$ cat config.mk
export PLATFORM = sky130hd
export DESIGN_NAME = lane_phase_controller_flat
export DESIGN_NICKNAME = d
export VERILOG_FILES = /design/src/rtl/lane_ctrl_pkg.sv /design/src/rtl/lane_phase_controller_if.sv /design/src/rtl/rr_lane_pick.sv /design/src/rtl/lane_phase_controller.sv /design/src/flat_wrapper.sv
export SDC_FILE = /design/constraint.sdc
export NUM_CORES = 1
export LEC_CHECK = 0
export ABC_AREA = 1
export CAP_MARGIN = 15
export CORE_MARGIN = 2
export CORE_UTILIZATION = 45
export DETAILED_ROUTE_END_ITERATION = 16
export GPL_TIMING_DRIVEN = 0
export HOLD_SLACK_MARGIN = 0.05
export PLACE_DENSITY = 0.71
export SYNTH_ARGS = -nofsm -noshare
export SYNTH_HDL_FRONTEND = slang
export SYNTH_HIERARCHICAL = 1
export SYNTH_SLANG_ARGS = --single-unit
$ cat constraint.sdc
create_clock -name clk_i -period 2.68 [get_ports clk_i]
set_clock_uncertainty 0.2 [all_clocks]
set_input_delay 0.268 -clock clk_i [delete_from_list [all_inputs] [get_ports clk_i]]
set_output_delay 0.268 -clock clk_i [all_outputs]
set_load 0.03 [all_outputs]
$ cat src/rtl/lane_ctrl_pkg.sv
// Shared types and constants for the four-lane traffic phase sequencer.
package lane_ctrl_pkg;

    localparam int unsigned NUM_LANES = 4;

    typedef logic [1:0] lane_t;

    typedef enum logic [1:0] {
        PH_GREEN  = 2'b00,
        PH_YELLOW = 2'b01,
        PH_ALLRED = 2'b10
    } phase_e;

endpackage

$ cat src/rtl/lane_phase_controller_if.sv
// Sensor inputs and lamp outputs of the lane phase controller.
// The emergency preemption signals exist only when EMERG_PREEMPT_EN is defined.
interface lane_phase_controller_if;
    logic [3:0] lane_req;
`ifdef EMERG_PREEMPT_EN
    logic       emerg_req;
    logic [1:0] emerg_lane;
`endif
    logic [1:0] cur_lane;
    logic [1:0] phase;
    logic [3:0] green;
    logic [3:0] yellow;
    logic [3:0] red;

    modport master (
        output lane_req,
`ifdef EMERG_PREEMPT_EN
        output emerg_req,
        output emerg_lane,
`endif
        input  cur_lane,
        input  phase,
        input  green,
        input  yellow,
        input  red
    );

    modport slave (
        input  lane_req,
`ifdef EMERG_PREEMPT_EN
        input  emerg_req,
        input  emerg_lane,
`endif
        output cur_lane,
        output phase,
        output green,
        output yellow,
        output red
    );
endinterface

$ cat src/rtl/rr_lane_pick.sv
// Round-robin next-lane pick: first requesting lane after cur_lane, wrapping mod 4.
module rr_lane_pick
    import lane_ctrl_pkg::*;
(
    input  logic [NUM_LANES-1:0] lane_req_i,
    input  lane_t                cur_lane_i,
    output lane_t                pick_o,
    output logic                 other_req_o
);

    lane_t cand;

    // Scan from the farthest lane down so the nearest requester wins.
    always_comb begin
        pick_o      = cur_lane_i;
        other_req_o = 1'b0;
        cand        = cur_lane_i;
        for (int k = 3; k >= 1; k--) begin
            cand = cur_lane_i + lane_t'(k);
            if (lane_req_i[cand]) begin
                pick_o      = cand;
                other_req_o = 1'b1;
            end
        end
    end

endmodule

$ cat src/rtl/lane_phase_controller.sv
// Four-lane GREEN/YELLOW/ALL_RED phase sequencer with round-robin lane choice.
// Optional emergency preemption is enabled by defining EMERG_PREEMPT_EN.
module lane_phase_controller
    import lane_ctrl_pkg::*;
#(
    parameter int unsigned MIN_GREEN = 3,
    parameter int unsigned MAX_GREEN = 8,
    parameter int unsigned YELLOW_T  = 2,
    parameter int unsigned ALLRED_T  = 1
) (
    input  logic                    clk_i,
    input  logic                    reset_i,
    lane_phase_controller_if.slave  bus_io
);

    localparam int unsigned TimerW = ($clog2(MAX_GREEN + 1) > 0) ? $clog2(MAX_GREEN + 1) : 1;

    localparam logic [TimerW-1:0] MinLast = TimerW'(MIN_GREEN - 1);
    localparam logic [TimerW-1:0] MaxLast = TimerW'(MAX_GREEN - 1);
    localparam logic [TimerW-1:0] MaxSat  = TimerW'(MAX_GREEN);
    localparam logic [TimerW-1:0] YelLast = TimerW'(YELLOW_T - 1);
    localparam logic [TimerW-1:0] ArLast  = TimerW'(ALLRED_T - 1);

    phase_e            phase_q, phase_d;
    lane_t             cur_lane_q, cur_lane_d;
    lane_t             pend_lane_q, pend_lane_d;
    logic [TimerW-1:0] timer_q, timer_d;

    lane_t pick;
    logic  other_req;
    logic  green_exit;
    lane_t next_pend;

    rr_lane_pick u_pick (
        .lane_req_i  (bus_io.lane_req),
        .cur_lane_i  (cur_lane_q),
        .pick_o      (pick),
        .other_req_o (other_req)
    );

    always_ff @(posedge clk_i) begin
        if (reset_i) begin
            phase_q     <= PH_GREEN;
            cur_lane_q  <= '0;
            pend_lane_q <= '0;
            timer_q     <= '0;
        end else begin
            phase_q     <= phase_d;
            cur_lane_q  <= cur_lane_d;
            pend_lane_q <= pend_lane_d;
            timer_q     <= timer_d;
        end
    end

    always_comb begin
        phase_d     = phase_q;
        cur_lane_d  = cur_lane_q;
        pend_lane_d = pend_lane_q;
        timer_d     = timer_q;
        green_exit  = (timer_q >= MinLast) && other_req &&
                      (!bus_io.lane_req[cur_lane_q] || (timer_q >= MaxLast));
        next_pend   = pick;
`ifdef EMERG_PREEMPT_EN
        // Preemption overrides the timing rules; a request for the current lane pins green.
        if (bus_io.emerg_req) begin
            green_exit = (bus_io.emerg_lane != cur_lane_q);
            next_pend  = bus_io.emerg_lane;
        end
`endif
        case (phase_q)
            PH_GREEN: begin
                timer_d = (timer_q == MaxSat) ? timer_q : timer_q + TimerW'(1);
                if (green_exit) begin
                    pend_lane_d = next_pend;
                    phase_d     = PH_YELLOW;
                    timer_d     = '0;
                end
            end
            PH_YELLOW: begin
                timer_d = timer_q + TimerW'(1);
`ifdef EMERG_PREEMPT_EN
                if (bus_io.emerg_req) pend_lane_d = bus_io.emerg_lane;
`endif
                if (timer_q == YelLast) begin
                    phase_d = PH_ALLRED;
                    timer_d = '0;
                end
            end
            PH_ALLRED: begin
                timer_d = timer_q + TimerW'(1);
`ifdef EMERG_PREEMPT_EN
                if (bus_io.emerg_req) pend_lane_d = bus_io.emerg_lane;
`endif
                if (timer_q == ArLast) begin
                    phase_d    = PH_GREEN;
                    cur_lane_d = pend_lane_q;
                    timer_d    = '0;
                end
            end
            default: begin
                phase_d = PH_GREEN;
                timer_d = '0;
            end
        endcase
    end

    logic [3:0] green_w, yellow_w;

    assign green_w         = (phase_q == PH_GREEN)  ? (4'b0001 << cur_lane_q) : 4'b0000;
    assign yellow_w        = (phase_q == PH_YELLOW) ? (4'b0001 << cur_lane_q) : 4'b0000;
    assign bus_io.green    = green_w;
    assign bus_io.yellow   = yellow_w;
    assign bus_io.red      = ~(green_w | yellow_w);
    assign bus_io.phase    = phase_q;
    assign bus_io.cur_lane = cur_lane_q;

endmodule

$ cat src/flat_wrapper.sv
// flat-port wrapper written by rule: the top's interface ports become plain ports
module lane_phase_controller_flat import lane_ctrl_pkg::*;
#(
    parameter int unsigned MIN_GREEN = 3,
    parameter int unsigned MAX_GREEN = 8,
    parameter int unsigned YELLOW_T  = 2,
    parameter int unsigned ALLRED_T  = 1
)
  (clk_i, reset_i, bus_io_lane_req, bus_io_cur_lane, bus_io_phase, bus_io_green, bus_io_yellow, bus_io_red);
  lane_phase_controller_if bus_io_i ();
  input  logic clk_i;
  input  logic reset_i;
  input wire logic [$bits(bus_io_i.lane_req)-1:0] bus_io_lane_req;
  output wire logic [$bits(bus_io_i.cur_lane)-1:0] bus_io_cur_lane;
  output wire logic [$bits(bus_io_i.phase)-1:0] bus_io_phase;
  output wire logic [$bits(bus_io_i.green)-1:0] bus_io_green;
  output wire logic [$bits(bus_io_i.yellow)-1:0] bus_io_yellow;
  output wire logic [$bits(bus_io_i.red)-1:0] bus_io_red;
  assign bus_io_i.lane_req = bus_io_lane_req;
  assign bus_io_cur_lane = bus_io_i.cur_lane;
  assign bus_io_phase = bus_io_i.phase;
  assign bus_io_green = bus_io_i.green;
  assign bus_io_yellow = bus_io_i.yellow;
  assign bus_io_red = bus_io_i.red;
  lane_phase_controller #(.MIN_GREEN(MIN_GREEN), .MAX_GREEN(MAX_GREEN), .YELLOW_T(YELLOW_T), .ALLRED_T(ALLRED_T)) u_core (.clk_i(clk_i), .reset_i(reset_i), .bus_io(bus_io_i));
endmodule
==> qor.yml, run 1 <==
synth-seq-area-share: 0.209
first_pass_iters: 4
crit_chain: "inv_1 > nand2_1 > nor2_1 > nor2_1 > clkdlybuf4s50_1"
synth_edf_count: 0
io_buffers: 21
required_ps: 2210
crit_arrival_ps: 1890
vias: 1092
rr_startpoint: "u_core/bus_io.cur_lane[0]$_SDFFE_PP0P_"
cts_buffers: 3
internal_power_mw: 0.453
grt_max_degree: 12
tightest_slew_ps: 458
design_area_um2: 1240
cts_max_path_buffers: 2
p_leak_nw: 0.612
fill_cells: 193
final_max_slew_viol_count: 0
synth.area.top_cells: "dfxtp_1 (21%), nand2_1 (20%), inv_1 (9.0%), nor2_1 (8.2%), nand3_1 (7.3%)"
cp-start-kind: "register"
vdd_ir_drop_max_uv: 520
die_width_um: 50.2
drive_gt1_frac: 0.117
std_cell_rows: 16
htree_levels: 1
postSynthNetCount: 173
wl_per_cell_um: 10.9
cts_hold_buf: 0
die_area_um2: 2520
grt_remaining_overflow: 0
fmax_mhz: 424
hp-start: "u_core/pend_lane_q[0]$_SDFFE_PP0P_"
antenna_cells: 0
synthFlopType: "dfxtp_1"
grt_pass1_wl_um: 4110
multi_input_area_um2: 636
coreArea_um2: 1980
drc: 0
yosys.area.top_type_share: 0.209
hold_path.class: "reg2reg"
hold_end: "u_core/pend_lane_q[0]$_SDFFE_PP0P_"
die_h_um: 50.2
via_per_inst: 5.08
yosys_warnings: 6
setup_viol: 0
worst_setup_hold_path_clk_slew_ps: 70
drv_cap: 0
ant_nets: 0
path_buf_inv: 2
crit_path_max_incr_delay_ps: 670
avgSynthCellArea_um2: 5.89
pre_cts_slack_ps: 401
power_frac_comb: 0.586
place_hpwl_um: 1850
cts_resized: 0
power.share.clock: 0.158
hold_depth: 2
cts_root_buffer: "clkbuf_4"
cts_sinks: 10
place_congestion: 0.878
cp_top_family: "buffers and inverters"
p_sw_frac: 0.488
placed_area_um2: 1200
seqPwrFrac: 0.256
syn_to_final_growth_pct: 29.2
ys_ff_latch: 10
final_common_cell: "nand2_1"
grt_usage: 0.206
synth_cell_types: 24
antenna_found_initial: 0
power_switching_mw: 0.431
period_needed_ps: 2360
ios: 22
yosys.area.top_type: "dfxtp_1"
tns_ps: 0
slew_headroom: 0.692
grt_pass1_vias: 960
async_flop_share: 0
layout.area.seq_um2: 200
reg2reg_to: "u_core/timer_q[2]$_SDFFE_PP0P_"
setup_ws_ps: 322
hold_viol_final: 0
critPathKind: "reg2out"
start_util: 0.484
slowest_stage: "clkdlybuf4s50_1"
synthesis.area_um2: 960
cts_tree: "yes"
rsz0062_at_grt: "false"
path_max_fanout: 11
dr.first_iter.drc_count: 43
regToRegSetupSlack_ps: 420
status: "complete, no violations"
crit_path_end_kind: "primary output"
cts_setup_buffers: 0
drt_wl_total_um: 2350
period_share: 0.880
clk_latency_ps: 270
syn_inst: 163
r2r_cells: 10
powerDensity_nw_per_um2: 713
crit_top_cell: "nor2_1"
final_cell_mix: "nand2_1 (50), inv_1 (23), clkdlybuf4s50_1 (21), nor2_1 (21), nand3_1 (14)"
nNetsFinal: 199
tightest hold or removal path: cells and delay by family, from the launching register on:
family	cells	cell delay, ps
AO/OA/AOI/OAI	1	50
flip-flops	1	320
AND/OR/NAND/NOR	1	60
cells by family after synthesis:
logic type / Yosys count / share of synthesized area
simple gates: 104 / 0.499
buf+inv: 29 / 0.129
compound gates: 15 / 0.102
flops: 10 / 0.209
fa+ha+maj: 4 / 0.0522
xor+xnor: 1 / 0.00913
sequential cells by signal (all words and copies together) (netlist names):
| signal | flops |
|---|---|
| u_core/bus_io.cur_lane | 2 |
| u_core/timer_q | 4 |
| u_core/bus_io.phase | 2 |
| u_core/pend_lane_q | 2 |
metrics by stage:
step	utilization	cells	power, mW	hold WS [ps]
2_1_floorplan	-	163	0.606	137
3_3_place_gp	0.607	211	0.731	247
3_5_place_dp	0.607	211	0.741	255
4_1_cts	0.626	215	0.882	266
5_1_grt	0.626	215	0.963	296
6_report	0.626	215	0.884	269
metal layers:
layer | GRT usage | wire length, um | vias to the layer above
met5 | 0 | 0 | -
met4 | 0.0139 | 14 | 0
met2 | 0.344 | 1040 | 53
li1 | - | - | 557
met1 | 0.279 | 1100 | 478
met3 | 0.0506 | 203 | 4
power by group through the flow:
stage | logic, mW | clock network (mW) | registers [mW]
final | 0.518 | 0.140 | 0.227
after floorplan | 0.376 | 0 | 0.231
after global routing | 0.581 | 0.150 | 0.232
after CTS | 0.514 | 0.142 | 0.226
after global placement | 0.503 | 0 | 0.228
after detailed placement | 0.511 | 0 | 0.230
cell type report:
type | instances | area share
multi-input combinational | 124 | 0.513
clock buffer | 4 | 0.0293
buffer | 1 | 0.00908
timing repair buffer | 21 | 0.170
tap | 27 | 0.0272
sequential | 10 | 0.161
inverter | 28 | 0.0908
worst max path at each step:
stage / startpoint / endpoint / slack, ps / depth (start not counted)
3_5_place_dp: bus_io_lane_req[0] / u_core/timer_q[1]$_SDFFE_PP0P_ / 400 / 11
2_1_floorplan: u_core/bus_io.cur_lane[0]$_SDFFE_PP0P_ / u_core/timer_q[0]$_SDFFE_PP0P_ / 540 / 12
6_report: u_core/bus_io.cur_lane[1]$_SDFFE_PP0P_ / bus_io_red[1] / 320 / 5
4_1_cts: u_core/bus_io.cur_lane[1]$_SDFFE_PP0P_ / bus_io_red[1] / 300 / 5
5_1_grt: u_core/bus_io.cur_lane[1]$_SDFFE_PP0P_ / bus_io_red[1] / 210 / 5
3_3_place_gp: bus_io_lane_req[1] / u_core/timer_q[1]$_SDFFE_PP0P_ / 420 / 11
cells in the mapped netlist, types with 2 or more instances:
master and n:
a21oi_1 7, dfxtp_1 10, ha_1 4, inv_1 23
inv_2 3, nand2_1 50, nand2_2 4, nand2_4 3
nand3_1 14, nand4_1 2, nor2_1 21, nor2_2 2
nor2_4 2, nor3_1 2, o21ai_0 4, o31ai_1 2
or2_1 3
(Power assumes the default switching activity.)
==> run 2, diff against run 1 <==
CORE_MARGIN = not set   (was 2)
HOLD_SLACK_MARGIN = not set   (was 0.05)
RECOVER_POWER = 25   (was not set)
==> qor.yml, run 2 (same netlist as run 1, synthesis figures left out) <==
regToRegSetupSlack_ps: 440
final_max_slew_viol_count: 0
grt_usage: 0.213
cp-start-kind: "register"
die_area_um2: 2320
powerDensity_nw_per_um2: 710
power_mw: 0.880
grt_remaining_overflow: 0
std_cell_rows: 16
vdd_ir_drop_max_uv: 520
via_per_inst: 4.97
first_pass_iters: 4
cts_resized: 0
setup_viol: 0
cts_buffers: 3
place_congestion: 0.868
coreArea_um2: 1980
period_needed_ps: 2350
fill_cells: 182
drive_gt1_frac: 0.112
final_common_cell: "nand2_1"
clk_latency_ps: 270
ios: 22
final_cell_mix: "nand2_1 (50), inv_1 (23), nor2_1 (21), clkdlybuf4s50_1 (18), nand3_1 (14)"
drc: 0
cts_hold_buf: 0
die_h_um: 48.2
place_hpwl_um: 1800
cts_sinks: 10
ant_nets: 0
nNetsFinal: 199
wl_per_cell_um: 10.6
antenna_cells: 0
rsz0062_at_grt: "false"
grt_pass1_vias: 793
path_max_fanout: 11
hold_viol_final: 0
p_leak_nw: 0.622
cts_max_path_buffers: 2
top_register: "u_core/timer_q"
htree_levels: 1
drt_wl_total_um: 2280
tightest_slew_ps: 489
largest_reg_flops: 4
cts_setup_buffers: 0
grt_pass1_wl_um: 3380
critPathKind: "reg2out"
vias: 1068
io_buffers: 21
syn_to_final_growth_pct: 29.2
cts_tree: "yes"
status: "complete, no violations"
crit_path_end_kind: "primary output"
start_util: 0.484
tns_ps: 0
grt_max_degree: 12
slew_headroom: 0.672
die_width_um: 48.2
hold_path.class: "reg2reg"
drv_cap: 0
fmax_mhz: 425
required_ps: 2210
period_share: 0.878
antenna_found_initial: 0
crit_arrival_ps: 1880
cts_root_buffer: "clkbuf_4"
dr.first_iter.drc_count: 28
worst_setup_hold_path_clk_slew_ps: 70
run 2: where the power goes:
| part | total (mW) | switching [mW] | internal, mW |
|---|---|---|---|
| Sequential | 0.226 | 0.0462 | 0.180 |
| Combinational | 0.515 | 0.326 | 0.189 |
| Clock | 0.139 | 0.0569 | 0.0826 |
| Total | 0.880 | 0.429 | 0.451 |
run 2: worst paths after layout:
check	cells after the start	startpoint	endpoint
max	5	u_core/bus_io.cur_lane[1]$_SDFFE_PP0P_	bus_io_red[1]
min reg2reg	2	u_core/pend_lane_q[0]$_SDFFE_PP0P_	u_core/pend_lane_q[0]$_SDFFE_PP0P_
max reg2reg	10	u_core/bus_io.cur_lane[0]$_SDFFE_PP0P_	u_core/timer_q[0]$_SDFFE_PP0P_
min	2	u_core/pend_lane_q[0]$_SDFFE_PP0P_	u_core/pend_lane_q[0]$_SDFFE_PP0P_
run 2: per-stage QoR:
| step | utilization | instance area (um2) | setup slack, ps | hold WS (ps) | instances |
|---|---|---|---|---|---|
| floorplan | - | 960 | 543 | 137 | 163 |
| global placement | 0.607 | 1200 | 435 | 248 | 211 |
| detailed placement | 0.607 | 1200 | 368 | 254 | 211 |
| CTS | 0.626 | 1240 | 298 | 265 | 215 |
| global route | 0.626 | 1240 | 125 | 307 | 215 |
| finish | 0.626 | 1240 | 327 | 268 | 215 |
run 2: area by class of cell:
class	count	area (um2)	share of cell area
Clock buffer	4	36.3	0.0293
Tap cell	27	33.8	0.0272
Buffer	1	11.3	0.00908
Sequential cell	10	200	0.161
Inverter	28	113	0.0908
Multi-Input combinational cell	124	636	0.513
Timing Repair Buffer	21	210	0.170
run 2: routing by layer:
metal | track usage | up-vias | wire [um]
met1 | 0.306 | 462 | 1120
li1 | - | 561 | -
met4 | 0.0500 | 0 | 15
met3 | 0.0556 | 2 | 141
met5 | 0 | - | 0
met2 | 0.315 | 43 | 1000
run 2: worst max-delay path, stage by stage (launching register included):
cell             delay, ps
dfxtp_1                530
inv_1                  140
nand2_1                100
nor2_1                  50
nor2_1                 120
clkdlybuf4s50_1        680
==> run 3, diff against run 2 <==
PLACE_DENSITY = 0.72   (was 0.71)
SYNTH_HIERARCHICAL = not set   (was 1)
==> qor.yml, run 3 <==
hold_end: "u_core.pend_lane_q[1]$_SDFFE_PP0P_"
required_ps: 2210
final_max_slew_viol_count: 0
setup_ws_ps: 184
hp-start: "u_core.pend_lane_q[1]$_SDFFE_PP0P_"
grt_max_degree: 11
drt_wl_total_um: 1960
cts_root_buffer: "clkbuf_4"
tightest_slew_ps: 372
syn_to_final_growth_pct: 28.9
htree_levels: 1
regToRegSetupSlack_ps: 660
synth_edf_count: 0
vdd_ir_drop_max_uv: 402
pre_cts_slack_ps: 466
wl_per_cell_um: 10.1
status: "complete, no violations"
nNetsFinal: 185
hold_path.class: "reg2reg"
postSynthNetCount: 159
grt_usage: 0.215
drv_cap: 0
grt_pass1_wl_um: 3310
place_congestion: 0.824
cts_hold_buf: 0
period_needed_ps: 2500
drc: 0
p_sw_frac: 0.462
synthTopCellsByCount: "nand2_1 (34), inv_1 (24), nor2_1 (17)"
yosysMostFrequentCell: "nand2_1"
async_flop_share: 0
cts_max_path_buffers: 2
hold_viol_final: 0
final_common_cell: "nand2_1"
antenna_cells: 0
multi_input_area_um2: 601
rsz0062_at_grt: "false"
syn_inst: 145
coreArea_um2: 1800
hold_depth: 2
slew_headroom: 0.752
die_h_um: 46.8
power_switching_mw: 0.309
synth.area.top_cells: "dfxtp_1 (22%), nand2_1 (14%), ha_1 (11%), inv_1 (10%), nor2_1 (7.1%)"
tns_ps: 0
synth_cell_types: 20
via_per_inst: 4.79
grt_pass1_vias: 819
final_cell_mix: "nand2_1 (34), inv_1 (24), clkdlybuf4s50_1 (19), nor2_1 (18)"
cts_tree: "yes"
period_share: 0.932
cts_buffers: 3
std_cell_rows: 15
p_leak_nw: 0.555
drive_gt1_frac: 0.124
seqPwrFrac: 0.305
r2r_cells: 10
ys_ff_latch: 10
crit_path_end_kind: "primary output"
path_max_fanout: 10
crit_arrival_ps: 2030
cts_sinks: 10
yosys_warnings: 0
power_frac_comb: 0.543
ios: 22
clk_latency_ps: 270
vias: 929
whs_ps: 282
synthFlopType: "dfxtp_1"
setup_viol: 0
layout.area.seq_um2: 200
power.share.clock: 0.152
fill_cells: 187
avgSynthCellArea_um2: 6.24
design_area_um2: 1170
powerDensity_nw_per_um2: 572
cts_resized: 0
ant_nets: 0
placed_area_um2: 1150
reg2reg_to: "u_core.pend_lane_q[0]$_SDFFE_PP0P_"
internal_power_mw: 0.359
cts_setup_buffers: 0
grt_remaining_overflow: 0
die_width_um: 46.8
io_buffers: 21
antenna_found_initial: 0
yosys.area.top_type_share: 0.221
yosys.area.top_type: "dfxtp_1"
worst_setup_hold_path_clk_slew_ps: 60
die_area_um2: 2190
start_util: 0.502
synth-seq-area-share: 0.221
critPathKind: "reg2out"
top_register: "u_core.timer_q"
largest_reg_flops: 4
rr_startpoint: "u_core.bus_io.cur_lane[0]$_SDFFE_PP0P_"
place_hpwl_um: 1630
fmax_mhz: 401
synthesis.area_um2: 905
cp-start-kind: "register"
dr.first_iter.drc_count: 9
first_pass_iters: 4
-- run 3: critical path, stage by stage (launching register included) --
cell and delay [ps]:
dfxtp_1 540, inv_2 140, ha_1 230, inv_1 90, a21oi_1 50, inv_1 60
clkdlybuf4s50_1 650
-- run 3: power groups by stage --
stage | combinational [mW] | clock [mW] | sequential (mW)
floorplan | 0.257 | 0 | 0.213
finish | 0.362 | 0.102 | 0.203
global route | 0.404 | 0.110 | 0.209
global placement | 0.360 | 0 | 0.206
CTS | 0.368 | 0.107 | 0.204
detailed placement | 0.367 | 0 | 0.207
-- run 3: area by class of cell --
class / count / share of cell area
Sequential cell: 10 / 0.172
Tap cell: 25 / 0.0268
Timing Repair Buffer: 21 / 0.180
Multi-Input combinational cell: 108 / 0.515
Inverter: 27 / 0.0869
Clock buffer: 3 / 0.0193
-- run 3: worst max-delay path by stage --
stage | from | endpoint | slack (ps) | cells past startpoint
after CTS | u_core.bus_io.cur_lane[0]$_SDFFE_PP0P_ | bus_io_red[2] | 160 | 6
after global routing | u_core.bus_io.cur_lane[0]$_SDFFE_PP0P_ | bus_io_red[0] | 50 | 6
after floorplan | u_core.bus_io.cur_lane[0]$_SDFFE_PP0P_ | u_core.pend_lane_q[0]$_SDFFE_PP0P_ | 700 | 10
after detailed placement | u_core.bus_io.cur_lane[0]$_SDFFE_PP0P_ | bus_io_red[2] | 470 | 6
final | u_core.bus_io.cur_lane[0]$_SDFFE_PP0P_ | bus_io_red[2] | 180 | 6
after global placement | u_core.bus_io.cur_lane[0]$_SDFFE_PP0P_ | bus_io_red[0] | 500 | 6
-- run 3: logic make-up after synthesis --
logic type	Yosys count	share of synthesized area
fa+ha+maj	8	0.111
flops	10	0.221
compound gates	20	0.122
buf+inv	27	0.112
simple gates	80	0.434
-- run 3: layer usage --
layer	global-route usage	part of all wire
met5	0	0
met4	0.120	0.027
met3	0.0346	0.034
met2	0.375	0.45
met1	0.248	0.49
-- run 3: stage by stage --
stage | std cells | utilization | total power [mW]
after floorplan | 145 | - | 0.470
after global placement | 191 | 0.636 | 0.566
after detailed placement | 191 | 0.636 | 0.574
after CTS | 194 | 0.649 | 0.679
after global routing | 194 | 0.647 | 0.723
final | 194 | 0.647 | 0.667
